### config.mk
export PLATFORM = sky130hd
export DESIGN_NAME = dds_sine_gen
export DESIGN_NICKNAME = d
export VERILOG_FILES = /design/src/rtl/dds_pkg.sv /design/src/rtl/sine_quarter_rom.sv /design/src/rtl/dds_sine_gen.sv
export SDC_FILE = /design/constraint.sdc
export NUM_CORES = 1
export LEC_CHECK = 0
export BUFFER_PORTS_ARGS = -buffer_cell sky130_fd_sc_hd__buf_2
export CAP_MARGIN = 10
export CORE_ASPECT_RATIO = 1.4
export CORE_MARGIN = 3
export CORE_UTILIZATION = 55
export CTS_CLUSTER_SIZE = 40
export DETAILED_ROUTE_END_ITERATION = 10
export PLACE_DENSITY = 0.74
export SLEW_MARGIN = 0
export SYNTH_ARGS = -nofsm -noshare
export SYNTH_HDL_FRONTEND = slang
export SYNTH_SLANG_ARGS = --single-unit
### constraint.sdc
create_clock -name clk -period 4.3 [get_ports clk]
set_clock_uncertainty 0.1 [all_clocks]
set_input_delay 0.215 -clock clk [delete_from_list [all_inputs] [get_ports clk]]
set_output_delay 0.215 -clock clk [all_outputs]
set_load 0.02 [all_outputs]
### src/rtl/dds_pkg.sv
// rtl/dds_pkg.sv - shared widths and quarter-wave sine table for the DDS sine source
package dds_pkg;

    localparam int PHASE_W   = 32;
    localparam int LUT_AW    = 10;
    localparam int DATA_W    = 8;
    localparam int MAG_W     = 7;
    localparam int QTR_AW    = 8;
    localparam int QTR_DEPTH = 256;

    localparam logic [DATA_W-1:0] MIDSCALE = 8'd128;

    // pi scaled by 2^30, the fixed-point base for the table generator
    localparam longint PI_Q30 = 64'sd3373259426;

    // q[i] = round(127 * sin(2*pi*(i+0.5)/1024)) via a Q30 Taylor series
    function automatic logic [QTR_DEPTH*MAG_W-1:0] gen_quarter_table();
        logic [QTR_DEPTH*MAG_W-1:0] tbl;
        longint x;
        longint x2;
        longint term;
        longint sum;
        longint mag;
        tbl = '0;
        for (int i = 0; i < QTR_DEPTH; i++) begin
            x    = (PI_Q30 * longint'(2 * i + 1)) / 64'sd1024;
            x2   = (x * x) >>> 30;
            term = x;
            sum  = x;
            for (int n = 1; n <= 8; n++) begin
                term = -((term * x2) >>> 30) / longint'((2 * n) * (2 * n + 1));
                sum  = sum + term;
            end
            mag = (64'sd127 * sum + (64'sd1 <<< 29)) >>> 30;
            tbl[i*MAG_W +: MAG_W] = mag[MAG_W-1:0];
        end
        return tbl;
    endfunction

    localparam logic [QTR_DEPTH*MAG_W-1:0] QTR_TABLE = gen_quarter_table();

endpackage

### src/rtl/sine_quarter_rom.sv
// rtl/sine_quarter_rom.sv - registered 256x7 quarter-wave sine magnitude ROM
module sine_quarter_rom
    import dds_pkg::*;
(
    input  logic              clk,
    input  logic              reset,
    input  logic [QTR_AW-1:0] addr,
    output logic [MAG_W-1:0]  mag
);

    logic [MAG_W-1:0] rom [QTR_DEPTH];

    always_comb begin
        for (int i = 0; i < QTR_DEPTH; i++) begin
            rom[i] = QTR_TABLE[i*MAG_W +: MAG_W];
        end
    end

    // reset value 0 is the magnitude of the phase-0 entry
    always_ff @(posedge clk or negedge reset) begin
        if (!reset) begin
            mag <= '0;
        end else begin
            mag <= rom[addr];
        end
    end

endmodule

### src/rtl/dds_sine_gen.sv
// rtl/dds_sine_gen.sv - DDS sine source: phase accumulator, quadrant fold, offset-binary output
module dds_sine_gen
    import dds_pkg::*;
(
    input  logic               clk,
    input  logic               reset,
    input  logic [PHASE_W-1:0] freq_tuning_word,
    output logic [DATA_W-1:0]  dac_data
);

    logic [PHASE_W-1:0] acc;
    logic [LUT_AW-1:0]  lut_addr;
    logic [1:0]         quadrant;
    logic [QTR_AW-1:0]  rom_addr;
    logic [MAG_W-1:0]   rom_mag;
    logic               sign_s1;

    assign lut_addr = acc[PHASE_W-1 -: LUT_AW];
    assign quadrant = lut_addr[LUT_AW-1 -: 2];
    // odd quadrants walk the table backwards: 255 - i is the bitwise inverse
    assign rom_addr = quadrant[0] ? ~lut_addr[QTR_AW-1:0] : lut_addr[QTR_AW-1:0];

    always_ff @(posedge clk or negedge reset) begin
        if (!reset) begin
            acc <= '0;
        end else begin
            acc <= acc + freq_tuning_word;
        end
    end

    sine_quarter_rom u_rom (
        .clk   (clk),
        .reset (reset),
        .addr  (rom_addr),
        .mag   (rom_mag)
    );

    always_ff @(posedge clk or negedge reset) begin
        if (!reset) begin
            sign_s1 <= 1'b0;
        end else begin
            sign_s1 <= quadrant[1];
        end
    end

    // lower half-wave subtracts from midscale; max magnitude 127 keeps the output >= 1
    always_ff @(posedge clk or negedge reset) begin
        if (!reset) begin
            dac_data <= MIDSCALE;
        end else if (sign_s1) begin
            dac_data <= MIDSCALE - {1'b0, rom_mag};
        end else begin
            dac_data <= MIDSCALE + {1'b0, rom_mag};
        end
    end

endmodule

Yosys cells after proc, flatten, opt, wreduce, memory -nomap -nowiden:

Memories as Yosys holds them, arrays and structs flattened. A register that Yosys moved wholly into a read port is not among the register bits.
Index checks and enable logic that the tools add are counted.

* add/subtract/negate cells: 3
* $mul: 0
* divide/modulo/power cells: 0
* magnitude comparators: 0
* equality and inequality tests: 0
* shift-type cells: 0
* muxes and demuxes: 2
* bitwise logic cells: 2
* reduce and logical (&&, ||, !) cells: 1

Operator list (count)
* adder 32 bit: 1
* two-way mux 8 bit: 2
* inverter 8 -> 9 bit: 1
* adder 8 x 7 -> 8 bit, first input constant: 1
* inverter 8 bit: 1
* subtractor 8 x 7 -> 8 bit, first input constant: 1
* logical NOT 1 bit: 1

* bits in registers: 41
* latch bits: 0
* bits in writable memories: 0
* memory bits (read-only): 1792
* logic and storage cells: 12
* memories kept: 1

Memory list
* (name not given): words 256, bits a word 7, rd ports 1, clocked after Yosys merged registers in 1, wr ports 0, RTL line sine_quarter_rom.sv:24 `mag <= rom[addr];`

Logic depth before layout (Yosys ltp):

* word-level depth: 3
* mapped depth: 17
* gate-level depth less buffers: 12

Hierarchy:

A second synthesis with hierarchy kept.

* cell total of the unflattened synthesis: 565
* area, all modules: 4754.6 um2

Modules (own cells, without submodules)
* dds_sine_gen: times used 1, cells each 356, area each 3261.9 um2
* sine_quarter_rom: times used 1, cells each 209, area each 1492.7 um2

Least setup slack after synthesis:

OpenSTA, ideal clock, no wires.

* kind: flip-flop to flip-flop
* start: reg acc[30]
* end: reg u_rom.mag[2]
* setup time: 78 ps
* arrival time: 3308 ps
* setup slack: 814 ps
* cell stages (with the launch flop): 18
* clock period less this slack: 3486 ps
* path through: dfrtp_1 > buf_4 > buf_2 > buf_2 > buf_2 > xor2_1 > inv_1 > ha_1 > buf_2 > inv_1 > ha_1 > nand2_1 > a21oi_1 > o22ai_1 > a22oi_1 > nor2_1 > a221o_1 > o21ai_1

* longest elaborated chain between the ends: 2

RTL lines
* from (decl): RTL line dds_sine_gen.sv:11 `logic [PHASE_W-1:0] acc;`
* from (signal assigned): RTL line dds_sine_gen.sv:27 `acc <= acc + freq_tuning_word;`
* two-way mux 8 bit: RTL line dds_sine_gen.sv:21 `assign rom_addr = quadrant[0] ? ~lut_addr[QTR_AW-1:0] : lut_addr[QTR_AW-1:0];`
* inverter 8 -> 9 bit (not written as such): RTL line sine_quarter_rom.sv:24
* to (decl): RTL line sine_quarter_rom.sv:8 `output logic [MAG_W-1:0] mag`

No other way between the ends.

Worst setup path after layout:

* start: reg acc[30]
* end: reg u_rom.mag[0]

Same word-level chain as after synthesis.

==> run metrics <==
die height 123.3 um; number of synthesis warnings 0; die area 11070 um^2; worst skew pair latency 0.30 ns; Worst setup SP type flip-flop; WP data required 4.37 ns; Stages on worst setup path 11; global-route wire length before repair 28.12 mm; fmax 297.6 MHz; compound-gate portion of the synthesized area 0.3236; via count 5667; TritonCTS clock tree built; core area 9512 um^2; FF-to-FF setup slack 0.94 ns; layout cells sized above 1 0.1157; post-synthesis register bit count 48; vias in the first global route 5492; Bufs and invs on worst path 2; clock slew seen by the registers of the worst setup and hold paths 0.07 ns; Netlist cell types 72; Reg2Reg Launch Point acc[30]$_DFF_PN0_; final setup violating endpoints 0; Root Buffer clkbuf_16; asr flop ratio synth 1.000; Clock Sinks 48; Residual DRC 0; Port Buffers 41; Largest stage delay, worst path 0.53 ns; cell taking the most area after synthesis dfrtp_1; Crit Path Class flip-flop to flip-flop; H-Tree Depth 2; drt wl/cell 20.30 um; Area contributors post-synth dfrtp_1, ha_1, a21oi_1; status complete, no violations; FF-to-FF path depth 11; Final Wtd Congestion 0.9834; drt pass-1 iters 6; final wirelength 17.41 mm; RSZ-0062 raised after global routing false; FF-to-FF End u_rom.mag[0]$_DFF_PN0_; crit end category flip-flop; critical path's slowest cell dfrtp_2; initial antenna violation count 0; Congestion Overflow GR 0; Worst Setup EP u_rom.mag[0]$_DFF_PN0_; Synth Area in XOR/XNOR 0.07894; All-Layer GR Usage 0.3160; largest family of logic cells by synthesized area compound AO/OA/AOI/OAI gates; dpl hpwl 12.90 mm; Slew Limit Fails 0; Initial Util 0.5683; commonest cells in the netlist a21oi_1, nand2_1, nor2_1; largest net degree at the start of global routing 67; worst setup path start acc[30]$_DFF_PN0_; Critical Path Fanout Max 12; Vias/cell 6.605; Bufs on Longest Clock Path 2; Final Hold Viols 0; Layout Nets 803; Post-Synth Simple-Gate Area 0.1794; Row Count 42; CP cell instances xor2_1 > inv_2 > ha_1 > inv_1 > ha_1 > nor2_1 > nor2_1 > o311ai_1 > o21ai_1 > a2111oi_0 > nor3_1; number of max-cap violations 0; cell family contributing the most delay on the critical path compound AO/OA/AOI/OAI gates; post-CTS setup buffer count 0; fill count 881; minimum clock period 3.361 ns; slew margin rel. 0.5070; DR iter-0 viols 610; diode count 0; Post-synth top flop dfrtp_1; Syn-to-layout area delta 8.565%; antenna-violating nets left 0; Synth Area in Adders 0.1032; CP Data Arrival Time 3.43 ns; top-count cell post-synth a21oi_1; syn_nets 788; I/O Pins 42; Synth Cell Area 5405 um^2; Seq/Total Area, Yosys 0.2225; CTS Buf Count 5; Mean Syn Cell Area 7.613 um^2; Synth top area share 0.2176; worst slew pin tran 0.7395 ns; Die Width 89.79 um; Post-synth EDFFs 0; setup TNS 0 ns; Mapped Cells 710; Hold Path Class input pin to flip-flop; mux contribution to synthesized area 0.03310; period utilisation layout 0.7815
## metrics by stage
step                      instances    util  hold WS, ns  worst slack (ns)  cell area [um^2]
after floorplan                 710       -      -0.1806            0.8144              5405
after global placement          849  0.5955       0.2639             1.155              5664
after detailed placement        849  0.5955       0.2798             1.014              5664
after CTS                       858  0.6169      0.05339             1.004              5868
after global routing            858  0.6169      0.05526            0.7625              5868
final                           858  0.6169      0.05170            0.9394              5868
## what timing repair did
action / 4_1_cts / 5_1_grt
resized for setup: 0 / 0
hold buffers: 1 / 0
endpoints found under the setup margin: 0 / 0
hold endpoints to repair: 47 / 0
## worst min-delay path by stage
stage                        start           endpoint  slack (ns)  depth (start not counted)
2_1_floorplan                reset   acc[0]$_DFF_PN0_       -0.18                          0
6_report       freq_tuning_word[0]   acc[0]$_DFF_PN0_        0.05                          2
5_1_grt        freq_tuning_word[0]   acc[0]$_DFF_PN0_        0.06                          2
4_1_cts        freq_tuning_word[0]   acc[0]$_DFF_PN0_        0.05                          2
3_3_place_gp                 reset  acc[24]$_DFF_PN0_        0.26                          2
3_5_place_dp                 reset  acc[24]$_DFF_PN0_        0.28                          2
## area by class of cell
| cell class | count | area [um^2] | area share |
|---|---|---|---|
| multi-input cells | 588 | 3882 | 0.6616 |
| clock buffers | 5 | 125.1 | 0.02132 |
| well taps | 132 | 165.2 | 0.02814 |
| flip-flops and latches | 48 | 1205 | 0.2053 |
| repair buffers | 57 | 327.8 | 0.05586 |
| clock inverters | 3 | 68.82 | 0.01173 |
| inverters | 25 | 93.84 | 0.01599 |
## cell usage in the layout (no fill, tap or decap), types with 6 or more instances in the layout
cell,instances
a211oi_1,10
a21o_1,17
a21oi_1,82
a221oi_1,7
a31oi_1,9
buf_2,41
buf_4,15
dfrtp_1,45
ha_1,43
inv_1,22
mux2i_1,10
nand2_1,60
nand2b_1,15
nand3_1,16
nand4_1,6
nor2_1,60
nor2b_1,9
nor3_1,12
o21ai_0,42
o21ai_1,25
o22ai_1,9
o31ai_1,12
xnor2_1,25
xor2_1,20
## kinds of logic (layout without fill, tap and decap cells)
kind of cell	after synthesis	in the layout
buffers and inverters	74	90
multiplexers	15	15
AO/OA/AOI/OAI	275	275
flip-flops	48	48
XOR/XNOR	47	47
AND/OR/NAND/NOR	207	207
adder cells (fa/ha/maj)	44	44
## registers in the layout, summed over array words and instances (netlist names)
register and count:
sign_s1 1, acc 32, u_rom.mag 7, dac_data 8
## routing by layer
layer | up-vias | part of all wire | global-route usage
li1 | 2639 | - | -
met1 | 2645 | 0.38 | 0.3659
met2 | 296 | 0.50 | 0.5654
met3 | 87 | 0.063 | 0.03591
met4 | 0 | 0.059 | 0.1898
met5 | - | 0 | 0
Power is left out: the tool's default activity adds up to more than one toggle a clock period on the data nets, which glitch-free logic cannot reach.
